## src/rtl/preamble_modulator.sv

```systemverilog
// Preamble modulator: emits a programmable 128-chip BPSK/QPSK-style preamble as
// baseband I/Q samples on the TX sample strobe. The code words use the same layout
// as the RX correlator, and each chip is the conjugate of the matching coefficient.
module preamble_modulator #(
    parameter int unsigned        SPC = 1,          // samples per chip, 1..16
    parameter logic signed [15:0] AMP = 16'sd8192   // chip amplitude
) (
    input  logic               clk,
    input  logic               reset,
    input  logic               txstrobe,
    input  logic               start,
    input  logic [31:0]        cdata,
    input  logic [2:0]         cstate,
    input  logic               cwrite,
    output logic signed [15:0] tx_i,
    output logic signed [15:0] tx_q,
    output logic               tx_valid,
    output logic               busy,
    output logic               done,
    output logic               err,
    output logic [15:0]        debugbus
);

    typedef enum logic [1:0] {
        StIdle  = 2'd0,
        StSend  = 2'd1,
        StFlush = 2'd2
    } state_e;

    localparam logic [3:0]        SampLast = 4'(SPC - 1);
    localparam logic [6:0]        ChipLast = 7'd127;
    localparam logic signed [15:0] AmpNeg  = -AMP;

    state_e             state_q, state_d;
    logic [31:0]        code_q [8];
    logic [31:0]        code_d [8];
    logic [6:0]         chip_cnt_q, chip_cnt_d;
    logic [3:0]         samp_cnt_q, samp_cnt_d;
    logic signed [15:0] tx_i_q, tx_i_d;
    logic signed [15:0] tx_q_q, tx_q_d;
    logic               valid_q, valid_d;
    logic               done_q, done_d;
    logic               err_q, err_d;

    // Current chip lookup: word = chip[6:4], bit = 15 - chip[3:0] (MSB first).
    logic [31:0]        cur_word;
    logic [3:0]         bit_idx;
    logic               chip_r;
    logic               chip_m;
    logic signed [15:0] chip_i;
    logic signed [15:0] chip_q;

    assign cur_word = code_q[chip_cnt_q[6:4]];
    assign bit_idx  = ~chip_cnt_q[3:0];
    // Real bit lives at 16+b, imaginary bit at b.
    assign chip_r   = cur_word[{1'b1, bit_idx}];
    assign chip_m   = cur_word[{1'b0, bit_idx}];

    // Map (real, imag) code bits to the conjugate constellation point.
    always_comb begin
        chip_i = '0;
        chip_q = '0;
        case ({chip_r, chip_m})
            2'b00:   begin chip_i = AMP;    chip_q = '0;     end
            2'b01:   begin chip_i = '0;     chip_q = AmpNeg; end
            2'b10:   begin chip_i = '0;     chip_q = AMP;    end
            default: begin chip_i = AmpNeg; chip_q = '0;     end
        endcase
    end

    // Next-state logic: code store writes, frame sequencing, sample generation.
    always_comb begin
        state_d    = state_q;
        code_d     = code_q;
        chip_cnt_d = chip_cnt_q;
        samp_cnt_d = samp_cnt_q;
        tx_i_d     = tx_i_q;
        tx_q_d     = tx_q_q;
        valid_d    = 1'b0;
        done_d     = 1'b0;
        err_d      = err_q;

        case (state_q)
            StIdle: begin
                tx_i_d = '0;
                tx_q_d = '0;
                if (cwrite) begin
                    code_d[cstate] = cdata;
                end
                // A strobe coinciding with start is deliberately not consumed.
                if (start) begin
                    state_d    = StSend;
                    chip_cnt_d = '0;
                    samp_cnt_d = '0;
                end
            end

            StSend: begin
                if (cwrite) begin
                    err_d = 1'b1;
                end
                if (txstrobe) begin
                    tx_i_d  = chip_i;
                    tx_q_d  = chip_q;
                    valid_d = 1'b1;
                    if (samp_cnt_q == SampLast) begin
                        samp_cnt_d = '0;
                        chip_cnt_d = chip_cnt_q + 7'd1;
                        if (chip_cnt_q == ChipLast) begin
                            done_d  = 1'b1;
                            state_d = StFlush;
                        end
                    end else begin
                        samp_cnt_d = samp_cnt_q + 4'd1;
                    end
                end
            end

            StFlush: begin
                // Still busy here, so code writes are rejected.
                if (cwrite) begin
                    err_d = 1'b1;
                end
                tx_i_d  = '0;
                tx_q_d  = '0;
                state_d = StIdle;
            end

            default: begin
                state_d = StIdle;
            end
        endcase
    end

    // State and output registers; reset clears the code store as well.
    always_ff @(posedge clk or posedge reset) begin
        if (reset) begin
            state_q    <= StIdle;
            code_q     <= '{default: '0};
            chip_cnt_q <= '0;
            samp_cnt_q <= '0;
            tx_i_q     <= '0;
            tx_q_q     <= '0;
            valid_q    <= 1'b0;
            done_q     <= 1'b0;
            err_q      <= 1'b0;
        end else begin
            state_q    <= state_d;
            code_q     <= code_d;
            chip_cnt_q <= chip_cnt_d;
            samp_cnt_q <= samp_cnt_d;
            tx_i_q     <= tx_i_d;
            tx_q_q     <= tx_q_d;
            valid_q    <= valid_d;
            done_q     <= done_d;
            err_q      <= err_d;
        end
    end

    assign busy     = (state_q != StIdle);
    assign tx_i     = tx_i_q;
    assign tx_q     = tx_q_q;
    assign tx_valid = valid_q;
    assign done     = done_q;
    assign err      = err_q;
    assign debugbus = {busy, done_q, err_q, state_q, chip_cnt_q, samp_cnt_q};

endmodule

```

## config.mk

```make
export PLATFORM = sky130hd
export DESIGN_NAME = preamble_modulator
export DESIGN_NICKNAME = d
export VERILOG_FILES = /design/src/rtl/preamble_modulator.sv
export SDC_FILE = /design/constraint.sdc
export NUM_CORES = 1
export LEC_CHECK = 0
export BUFFER_PORTS_ARGS = -buffer_cell sky130_fd_sc_hd__buf_2
export CAP_MARGIN = 20
export CORE_AREA = 2 2 165 167
export DETAILED_ROUTE_END_ITERATION = 12
export DIE_AREA = 0 0 167 169
export HOLD_SLACK_MARGIN = 0.12
export PLACE_DENSITY = 0.66
export SLEW_MARGIN = 10
export SYNTH_ARGS = -nofsm -noshare
export SYNTH_HDL_FRONTEND = slang
export SYNTH_SLANG_ARGS = --single-unit
```

## constraint.sdc

```tcl
create_clock -name clk -period 9.5 [get_ports clk]
set_input_delay 0 -clock clk [delete_from_list [all_inputs] [get_ports clk]]
set_output_delay 0 -clock clk [all_outputs]
set_load 0.005 [all_outputs]
```

==> results of run 1 <==
worst max-delay path, delay by kind of cell (launching register included):
| family | cells | cell delay [ns] |
|---|---|---|
| compound gates | 2 | 0.25 |
| fa+ha+maj | 1 | 0.31 |
| buf+inv | 2 | 0.64 |
| flops | 1 | 0.94 |
| mux | 4 | 1.86 |
state kept, by name (all words and copies together), names as in the netlist:
| register | count |
|---|---|
| samp_cnt_q | 4 |
| tx_q | 2 |
| code_q | 256 |
| done | 1 |
| chip_cnt_q | 7 |
| tx_valid | 1 |
| state_q | 2 |
| err | 1 |
| tx_i | 2 |
cell usage in the layout (no fill, tap or decap), drive strengths merged, types with 2 or more instances in the layout:
cell and count:
mux2i 4, bufinv 4, clkinv 7, nand3 6
xor2 3, mux4 82, mux2 260, a21oi 3
a211oi 2, nand3b 2, nand2 12, o21ai 13
ha 8, buf 77, nor2 13, dlygate4sd3 38
or3 3, inv 9, a22oi 4, clkbuf 44
nor2b 3, nand2b 4, nand4 2, and3 2
conb 26, dfrtp 276, or2 2
logic make-up (layout without fill, tap and decap cells):
logic type / count (synthesis) / count (layout) / synth area share, %
DFF: 276 / 276 / 54.0
buffers and inverters: 89 / 180 / 3.78
AOI/OAI and AO/OA: 29 / 29 / 1.43
other: 1 / 26 / 0.0293
muxes: 346 / 346 / 37.7
and+or+nand+nor: 53 / 53 / 2.08
xor gates and xnor gates: 3 / 3 / 0.206
adders and majority gates: 8 / 8 / 0.783
metrics by stage:
step,utilization [%],power (mW),hold WS [ns]
2_1_floorplan,-,2.92,0.121
3_3_place_gp,50.3,3.18,0.239
3_5_place_dp,50.3,3.23,0.241
4_1_cts,55.7,4.49,0.129
5_1_grt,55.8,4.71,0.151
6_report,55.8,4.44,0.149
metal layers:
layer  part of all wire (%)  up-vias
met5                      0        -
met4                    1.3        0
met3                    3.5       28
met2                     50      128
met1                     45     3864
li1                       -     3130
how the worst max path moves through the flow:
stage,to,slack (ns),cells after the start
2_1_floorplan,chip_cnt_q[0]$_DFFE_PP0P_,1.89,1
3_3_place_gp,tx_q[13]$_DFFE_PP0P_,5.30,9
3_5_place_dp,tx_q[13]$_DFFE_PP0P_,5.28,9
4_1_cts,tx_q[13]$_DFFE_PP0P_,5.26,9
5_1_grt,tx_q[13]$_DFFE_PP0P_,5.05,9
6_report,tx_q[13]$_DFFE_PP0P_,5.34,9
area by class of cell:
type	instances	area, um2	share of cell area, %
clock buffers	44	895	6.05
multi-input cells	465	5540	37.4
repair buffers	115	816	5.52
inverters	9	41.3	0.279
flip-flops and latches	276	6910	46.7
clock inverters	12	163	1.10
well taps	341	427	2.88
power by group through the flow:
stage | sequential [mW] | combinational, mW | clock (mW)
floorplan | 1.94 | 0.983 | 0
global placement | 2.05 | 1.13 | 0
detailed placement | 2.06 | 1.17 | 0
CTS | 2.04 | 1.20 | 1.25
global route | 2.11 | 1.29 | 1.30
finish | 2.04 | 1.18 | 1.22
==> impl_metrics.csv, run 1 <==
group,metric,value,unit
cts,postCtsSetupBuffers,0,
synthesis,synth_edf_count,0,
synthesis,ys_warn_count,0,
layout,num-fill-cells,2135,
synthesis,synth_top_flop_cell,"dfrtp_1",
timing,drv_slew,0,
synthesis,synth_area_leaders,"dfrtp_1, mux2_2, mux4_2",
hold_path,hp-start,"cstate[2]",
floorplanning,die_area,28200,um2
timing,fin_skew,0.00710,ns
power_and_ir_drop,power.share.clock,27.5,%
timing,finalSetupViolCount,0,
power_and_ir_drop,power.density,300,nW/um2
critical_path,worst_ep_arrival_time,4.59,ns
hold_path,min_path_type,"input pin to flip-flop",
placement,place_ws,5.28,ns
power_and_ir_drop,p_sw,1.15,mW
cts,cts_tree,"built",
grt,grt-ovfl-total,0,
synthesis,yosysTopAreaCell,"dfrtp_1",
power_and_ir_drop,p_comb_share,26.6,%
outcome,status,"completed",
drt,via_per_inst,5.67,
critical_path,crit_fanout,40,
critical_path,path_cells,"buf_4 > mux4_2 > mux4_2 > mux4_2 > mux2_2 > ha_1 > inv_1 > a22oi_1 > o21ai_0",
floorplanning,start_util,48.2,%
cts,ctsResizeCount,0,
critical_path,reg2reg_slack,5.34,ns
critical_path,rr_startpoint,"chip_cnt_q[4]$_DFFE_PP0P_",
drt,drc,0,
cts,clockBufferDepth,3,
grt,busiest_layer,"met2",
power_and_ir_drop,p_int,3.28,mW
drt,ant_nets,0,
synthesis,syn-instance-count,805,
critical_path,endpoint_kind,"flip-flop",
cts,clock_latency,0.54,ns
synthesis,async_flop_share,100,%
grt,grt_max_degree,143,
critical_path,worst_path_max_delay_cell,"dfrtp_4",
grt,grt_pass1_vias,7601,
cts,root_buffer,"clkbuf_16",
cts,cts_max_level,1,
synthesis,synth_area,12800,um2
synthesis,yosysMostFrequentCell,"dfrtp_1",
timing,fmaxAchievable,240,MHz
floorplanning,coreArea,26500,um2
drt,wire_per_inst,21.5,um
layout,area_growth,15.7,%
timing,finalCritPeriodShare,43.8,%
drt,firstDrtPassIters,4,
placement,dp_hpwl,15.5,mm
placement,place_congestion,0.690,
layout,diodes,0,
layout,finalInstanceArea,14800,um2
timing,final.setup.tns,0,ns
hold_path,hold_path_end,"code_q[47]$_DFFE_PP0P_",
synthesis,syn_avg_cell_area,15.9,um2
floorplanning,die_y,169,um
critical_path,crit_path_start,"chip_cnt_q[4]$_DFFE_PP0P_",
floorplanning,fp.dieW,167,um
critical_path,worstReg2RegEnd,"tx_q[13]$_DFFE_PP0P_",
critical_path,crit_top_cell,"mux4_2",
synthesis,synth_top_area_share,54.0,%
synthesis,synth_seq_cells,276,
synthesis,synthTopCellsByCount,"dfrtp_1, mux2_2, mux4_2, buf_4, clkbuf_1",
drt,vias,7150,
drt,routed_wl,27.1,mm
cts,cts_made_buffers,30,
power_and_ir_drop,power_frac_seq,45.9,%
power_and_ir_drop,swShare,26.0,%
power_and_ir_drop,p_leak,6.25,nW
drt,drtIter0Drc,428,
power_and_ir_drop,vdd.ir_drop.worst,0.000152,V
synthesis,yosysSeqAreaShare,54.0,%
critical_path,cp-start-kind,"flip-flop",
layout,drive_gt1_share,52.7,%
timing,max-slew-margin-rel,27.0,%
floorplanning,rows,60,
placement,portBuffers,65,
hold_path,whs_path_depth,4,
timing,worst_slack,5.34,ns
timing,rsz0062_at_grt,"no",
critical_path,r2r.worst_path.cells,9,
placement,dp_cells,1167,
grt,grt_usage,19.9,%
critical_path,max_stage_delay,0.94,ns
layout,fin_nets,945,
timing,period_needed,4.16,ns
cts,cts_sinks,276,
grt,grt_use_met2,33.6,%
cts,clkTransAtPathRegs,0.06,ns
critical_path,crit_required,9.92,ns
cts,cts_hold_buf,38,
grt,use_met1,28.0,%
grt,met3_usage,2.64,%
timing,hold_violations,0,
layout,layoutNonFillerInstCount,1262,
floorplanning,num_io_pins,92,
synthesis,yosysUniqueCellTypes,39,
grt,antenna_found_initial,0,
critical_path,critPathKind,"flip-flop to flip-flop",
placement,place_area,13300,um2
flow_run,drv_cap,0,
timing,worst_pin_slew,1.10,ns
grt,grt_first_pass_wirelength,44.0,mm
Power figures use the tool's default switching activity.
==> inputs of run 2 (changes only) <==
==> constraint.sdc (replaced) <==
create_clock -name clk -period 4.31 [get_ports clk]
set_input_delay 0 -clock clk [delete_from_list [all_inputs] [get_ports clk]]
set_output_delay 0 -clock clk [all_outputs]
set_load 0.005 [all_outputs]
==> impl_metrics.csv, run 2 (synthesis results as in run 1) <==
group,metric,value,unit
layout,fin_nets,953,
cts,clock_latency,0.54,ns
critical_path,worst_path_max_delay_cell,"dfrtp_4",
cts,clockBufferDepth,3,
placement,portBuffers,65,
power_and_ir_drop,totalPowerFinal,9.52,mW
grt,antenna_found_initial,0,
critical_path,cp.depth,10,
critical_path,cp_top_family,"multiplexers",
layout,final_common_cell,"dfrtp_1",
timing,worst_slack,0.713,ns
critical_path,max_stage_delay,0.75,ns
grt,grt_first_pass_wirelength,44.1,mm
critical_path,cp-start-kind,"flip-flop",
floorplanning,num_io_pins,92,
critical_path,worstReg2RegEnd,"tx_i[13]$_DFFE_PP0P_",
grt,grt-ovfl-total,0,
critical_path,endpoint_kind,"flip-flop",
layout,diodes,0,
drt,via_per_inst,5.67,
floorplanning,start_util,48.2,%
cts,ctsResizeCount,0,
cts,postCtsSetupBuffers,0,
layout,drive_gt1_share,52.6,%
critical_path,critPathKind,"flip-flop to flip-flop",
outcome,status,"completed",
critical_path,crit_required,4.73,ns
hold_path,min_path_type,"input pin to asynchronous set/reset pin",
power_and_ir_drop,vdd.ir_drop.worst,0.000345,V
timing,worst_pin_slew,1.08,ns
timing,hold_violations,0,
cts,cts_hold_buf,38,
timing,period_needed,3.60,ns
layout,final_util,55.6,%
cts,clkTransAtPathRegs,0.06,ns
critical_path,crit_top_cell,"mux4_2",
timing,max-slew-margin-rel,27.7,%
timing,finalCritPeriodShare,83.4,%
drt,routed_wl,27.0,mm
layout,finalInstanceArea,14700,um2
critical_path,r2r.worst_path.cells,10,
cts,cts_tree,"built",
floorplanning,coreArea,26500,um2
drt,drtIter0Drc,445,
critical_path,path_cells,"buf_12 > buf_4 > mux4_2 > mux4_2 > mux2_2 > nor3b_1 > a211o_1 > ha_1 > a22oi_1 > o21ai_0",
critical_path,worst-path-buf-inv,2,
drt,drc,0,
layout,final_cell_mix,"dfrtp_1, mux2_2, mux4_2",
layout,area_growth,15.2,%
critical_path,crit_path_start,"chip_cnt_q[4]$_DFFE_PP0P_",
critical_path,crit_fanout,24,
grt,grt_pass1_vias,7560,
timing,final.setup.tns,0,ns
layout,num-fill-cells,2149,
floorplanning,rows,60,
timing,drv_slew,0,
power_and_ir_drop,p_leak,6.22,nW
placement,place_congestion,0.721,
timing,rsz0062_at_grt,"no",
critical_path,crit_path_end,"tx_i[13]$_DFFE_PP0P_",
timing,fin_skew,0.00832,ns
cts,root_buffer,"clkbuf_16",
critical_path,reg2reg_slack,0.71,ns
drt,firstDrtPassIters,4,
layout,largest_register_ffs,256,
drt,wire_per_inst,21.3,um
timing,finalSetupViolCount,0,
floorplanning,fp.dieW,167,um
power_and_ir_drop,power.density,647,nW/um2
drt,vias,7178,
placement,place_area,13400,um2
placement,dp_hpwl,16.1,mm
critical_path,worst_ep_arrival_time,4.02,ns
placement,place_ws,0.683,ns
cts,cts_made_buffers,29,
drt,ant_nets,0,
layout,reg_top3,"code_q: 256 flops, chip_cnt_q: 7 flops, samp_cnt_q: 4 flops",
floorplanning,die_area,28200,um2
grt,grt_usage,19.8,%
cts,cts_max_level,1,
floorplanning,die_y,169,um
layout,largest-register,"code_q",
flow_run,drv_cap,0,
grt,grt_max_degree,181,
critical_path,rr_startpoint,"chip_cnt_q[4]$_DFFE_PP0P_",
cts,cts_sinks,276,
timing,fmaxAchievable,278,MHz
[run 2: tightest hold or removal path: stages]
cell	delay, ns
dlygate4sd3_1	0.53
buf_2	0.13
clkinvlp_4	0.08
buf_4	0.38
[run 2: worst min path at each step]
stage | from | end | slack, ns | cells past startpoint
after floorplan | cwrite | err$_DFFE_PP0P_ | 0.12 | 1
after global placement | reset | samp_cnt_q[0]$_DFFE_PP0P_ | 0.18 | 3
after detailed placement | reset | samp_cnt_q[0]$_DFFE_PP0P_ | 0.18 | 3
after CTS | reset | samp_cnt_q[0]$_DFFE_PP0P_ | 0.16 | 4
after global routing | reset | samp_cnt_q[0]$_DFFE_PP0P_ | 0.21 | 4
final | reset | samp_cnt_q[0]$_DFFE_PP0P_ | 0.16 | 4
[run 2: cell type report]
cell class / count / area (um2) / share of cell area [%]
timing repair buffer: 124 / 888 / 6.03
tap: 341 / 427 / 2.90
inverter: 9 / 37.5 / 0.255
sequential: 276 / 6910 / 47.0
multi-input combinational: 465 / 5540 / 37.6
clock buffer: 42 / 825 / 5.60
clock inverter: 9 / 97.6 / 0.663
[run 2: metrics by stage]
stage                     hold slack, ns  std cells
after global routing               0.207       1266
final                              0.157       1266
after CTS                          0.160       1266
after detailed placement           0.181       1177
after global placement             0.183       1177
after floorplan                    0.121        830
[run 2: layer usage]
metal | track usage, % | vias up | routed length [um]
met2 | 31.8 | 140 | 12900
met4 | 4.31 | 0 | 373
li1 | - | 3153 | -
met5 | 0 | - | 0
met1 | 29.4 | 3855 | 12700
met3 | 2.45 | 30 | 1090
[run 2: power by group]
part | switching [mW] | total, mW | leakage, nW | internal [mW]
logic | 0.864 | 2.59 | 2.40 | 1.73
clock network | 0.999 | 2.44 | 0.455 | 1.44
registers | 0.655 | 4.50 | 3.36 | 3.84
total | 2.52 | 9.52 | 6.22 | 7.01
==> inputs of run 3 (changes only) <==
==> constraint.sdc (replaced) <==
create_clock -name clk -period 3.5 [get_ports clk]
set_input_delay 0 -clock clk [delete_from_list [all_inputs] [get_ports clk]]
set_output_delay 0 -clock clk [all_outputs]
set_load 0.005 [all_outputs]
==> impl_metrics.csv, run 3 (synthesis results as in run 1) <==
group,metric,value,unit
timing,fin_skew,0.0125,ns
floorplanning,num_io_pins,92,
hold_path,hold_path_end,"code_q[38]$_DFFE_PP0P_",
drt,ant_nets,0,
floorplanning,rows,60,
hold_path,whs_path_depth,4,
critical_path,rr_startpoint,"chip_cnt_q[5]$_DFFE_PP0P_",
timing,rsz0062_at_grt,"no",
critical_path,worstReg2RegEnd,"tx_q[13]$_DFFE_PP0P_",
layout,largest-register,"code_q",
cts,clock_latency,0.54,ns
drt,drtIter0Drc,292,
critical_path,reg2reg_slack,0.24,ns
timing,fmaxAchievable,307,MHz
timing,max-slew-margin-rel,30.6,%
placement,dp_hpwl,16.2,mm
grt,grt_usage,19.3,%
layout,final_cell_mix,"dfrtp_1, mux2_2, mux4_2",
timing,hold_slack,0.146,ns
critical_path,worst_ep_arrival_time,3.67,ns
timing,finalSetupViolCount,0,
hold_path,hp-start,"cstate[2]",
timing,final.setup.tns,0,ns
layout,num-fill-cells,2170,
cts,cts_sinks,276,
cts,cts_tree,"built",
cts,cts_made_buffers,29,
critical_path,r2r.worst_path.cells,9,
drt,vias,7088,
critical_path,cp-start-kind,"flip-flop",
hold_path,min_path_type,"input pin to flip-flop",
cts,ctsResizeCount,0,
power_and_ir_drop,power.density,796,nW/um2
layout,largest_register_ffs,256,
power_and_ir_drop,p_leak,6.25,nW
timing,hold_violations,0,
grt,grt_max_degree,123,
drt,firstDrtPassIters,4,
placement,place_congestion,0.732,
floorplanning,die_y,169,um
timing,finalCritPeriodShare,93.1,%
floorplanning,coreArea,26500,um2
layout,final_common_cell,"dfrtp_1",
timing,period_needed,3.26,ns
floorplanning,fp.dieW,167,um
critical_path,critPathKind,"flip-flop to flip-flop",
layout,area_growth,16.0,%
critical_path,crit_fanout,19,
power_and_ir_drop,totalPowerFinal,11.8,mW
drt,drc,0,
critical_path,crit_required,3.92,ns
layout,diodes,0,
timing,worst_pin_slew,1.04,ns
outcome,status,"completed",
layout,drive_gt1_share,52.6,%
floorplanning,start_util,48.2,%
timing,drv_slew,0,
drt,via_per_inst,5.59,
grt,grt_pass1_vias,7517,
drt,wire_per_inst,20.7,um
cts,cts_max_level,1,
cts,root_buffer,"clkbuf_16",
critical_path,endpoint_kind,"flip-flop",
power_and_ir_drop,vdd.ir_drop.worst,0.000415,V
grt,grt_first_pass_wirelength,43.0,mm
drt,routed_wl,26.2,mm
grt,antenna_found_initial,0,
grt,grt-ovfl-total,0,
placement,portBuffers,65,
layout,fin_nets,954,
floorplanning,die_area,28200,um2
layout,reg_top3,"code_q: 256 flops, chip_cnt_q: 7 flops, samp_cnt_q: 4 flops",
flow_run,drv_cap,0,
cts,clockBufferDepth,3,
cts,clkTransAtPathRegs,0.06,ns
run 3: power by group:
group	switching, mW	internal, mW	total (mW)
Sequential	0.802	4.73	5.53
Combinational	1.07	2.13	3.21
Clock	1.23	1.83	3.06
run 3: repair_timing:
| item | 4_1_cts | 5_1_grt |
|---|---|---|
| setup endpoints to repair | 0 | 2 |
| hold endpoints to repair | 549 | 0 |
| hold buffers | 38 | 0 |
| setup buffers | 0 | 1 |
run 3: worst max-delay path by stage:
stage	to	start	cells past startpoint	slack (ns)
3_3_place_gp	tx_q[13]$_DFFE_PP0P_	chip_cnt_q[5]$_DFFE_PP0P_	9	0.18
4_1_cts	tx_q[13]$_DFFE_PP0P_	chip_cnt_q[5]$_DFFE_PP0P_	9	0.11
3_5_place_dp	tx_q[13]$_DFFE_PP0P_	chip_cnt_q[5]$_DFFE_PP0P_	9	0.12
5_1_grt	tx_i[13]$_DFFE_PP0P_	chip_cnt_q[5]$_DFFE_PP0P_	10	0.08
6_report	tx_q[13]$_DFFE_PP0P_	chip_cnt_q[5]$_DFFE_PP0P_	9	0.24
2_1_floorplan	chip_cnt_q[0]$_DFFE_PP0P_	reset	1	-0.15
run 3: critical path: stages (launching register included):
cell	delay, ns
dfrtp_4	0.58
buf_4	0.34
mux4_2	0.35
mux4_2	0.49
mux4_2	0.47
mux2_2	0.31
ha_1	0.31
inv_1	0.05
a22oi_1	0.15
o21ai_0	0.09
run 3: routing by layer:
metal	up-vias	track usage [%]	part of all wire, %
li1	3142	-	-
met1	3767	28.1	46
met2	145	31.6	48
met3	34	2.64	4.1
met4	0	3.97	1.7
met5	-	0	0
run 3: cell type report:
class                           instances  area (um2)  area share, %
Timing Repair Buffer                  125         962           6.49
Sequential cell                       276        6910           46.6
Clock inverter                         10         134          0.903
Multi-Input combinational cell        465        5540           37.3
Clock buffer                           42         815           5.49
Inverter                                9        37.5          0.253
Tap cell                              341         427           2.88
run 3: stage by stage:
step	instances	util, %	instance area (um2)	setup WS [ns]
6_report	1268	55.9	14800	0.243
5_1_grt	1268	55.9	14800	0.0764
4_1_cts	1267	55.9	14800	0.108
3_5_place_dp	1177	50.9	13500	0.119
3_3_place_gp	1177	50.9	13500	0.182
2_1_floorplan	830	-	12900	-0.151
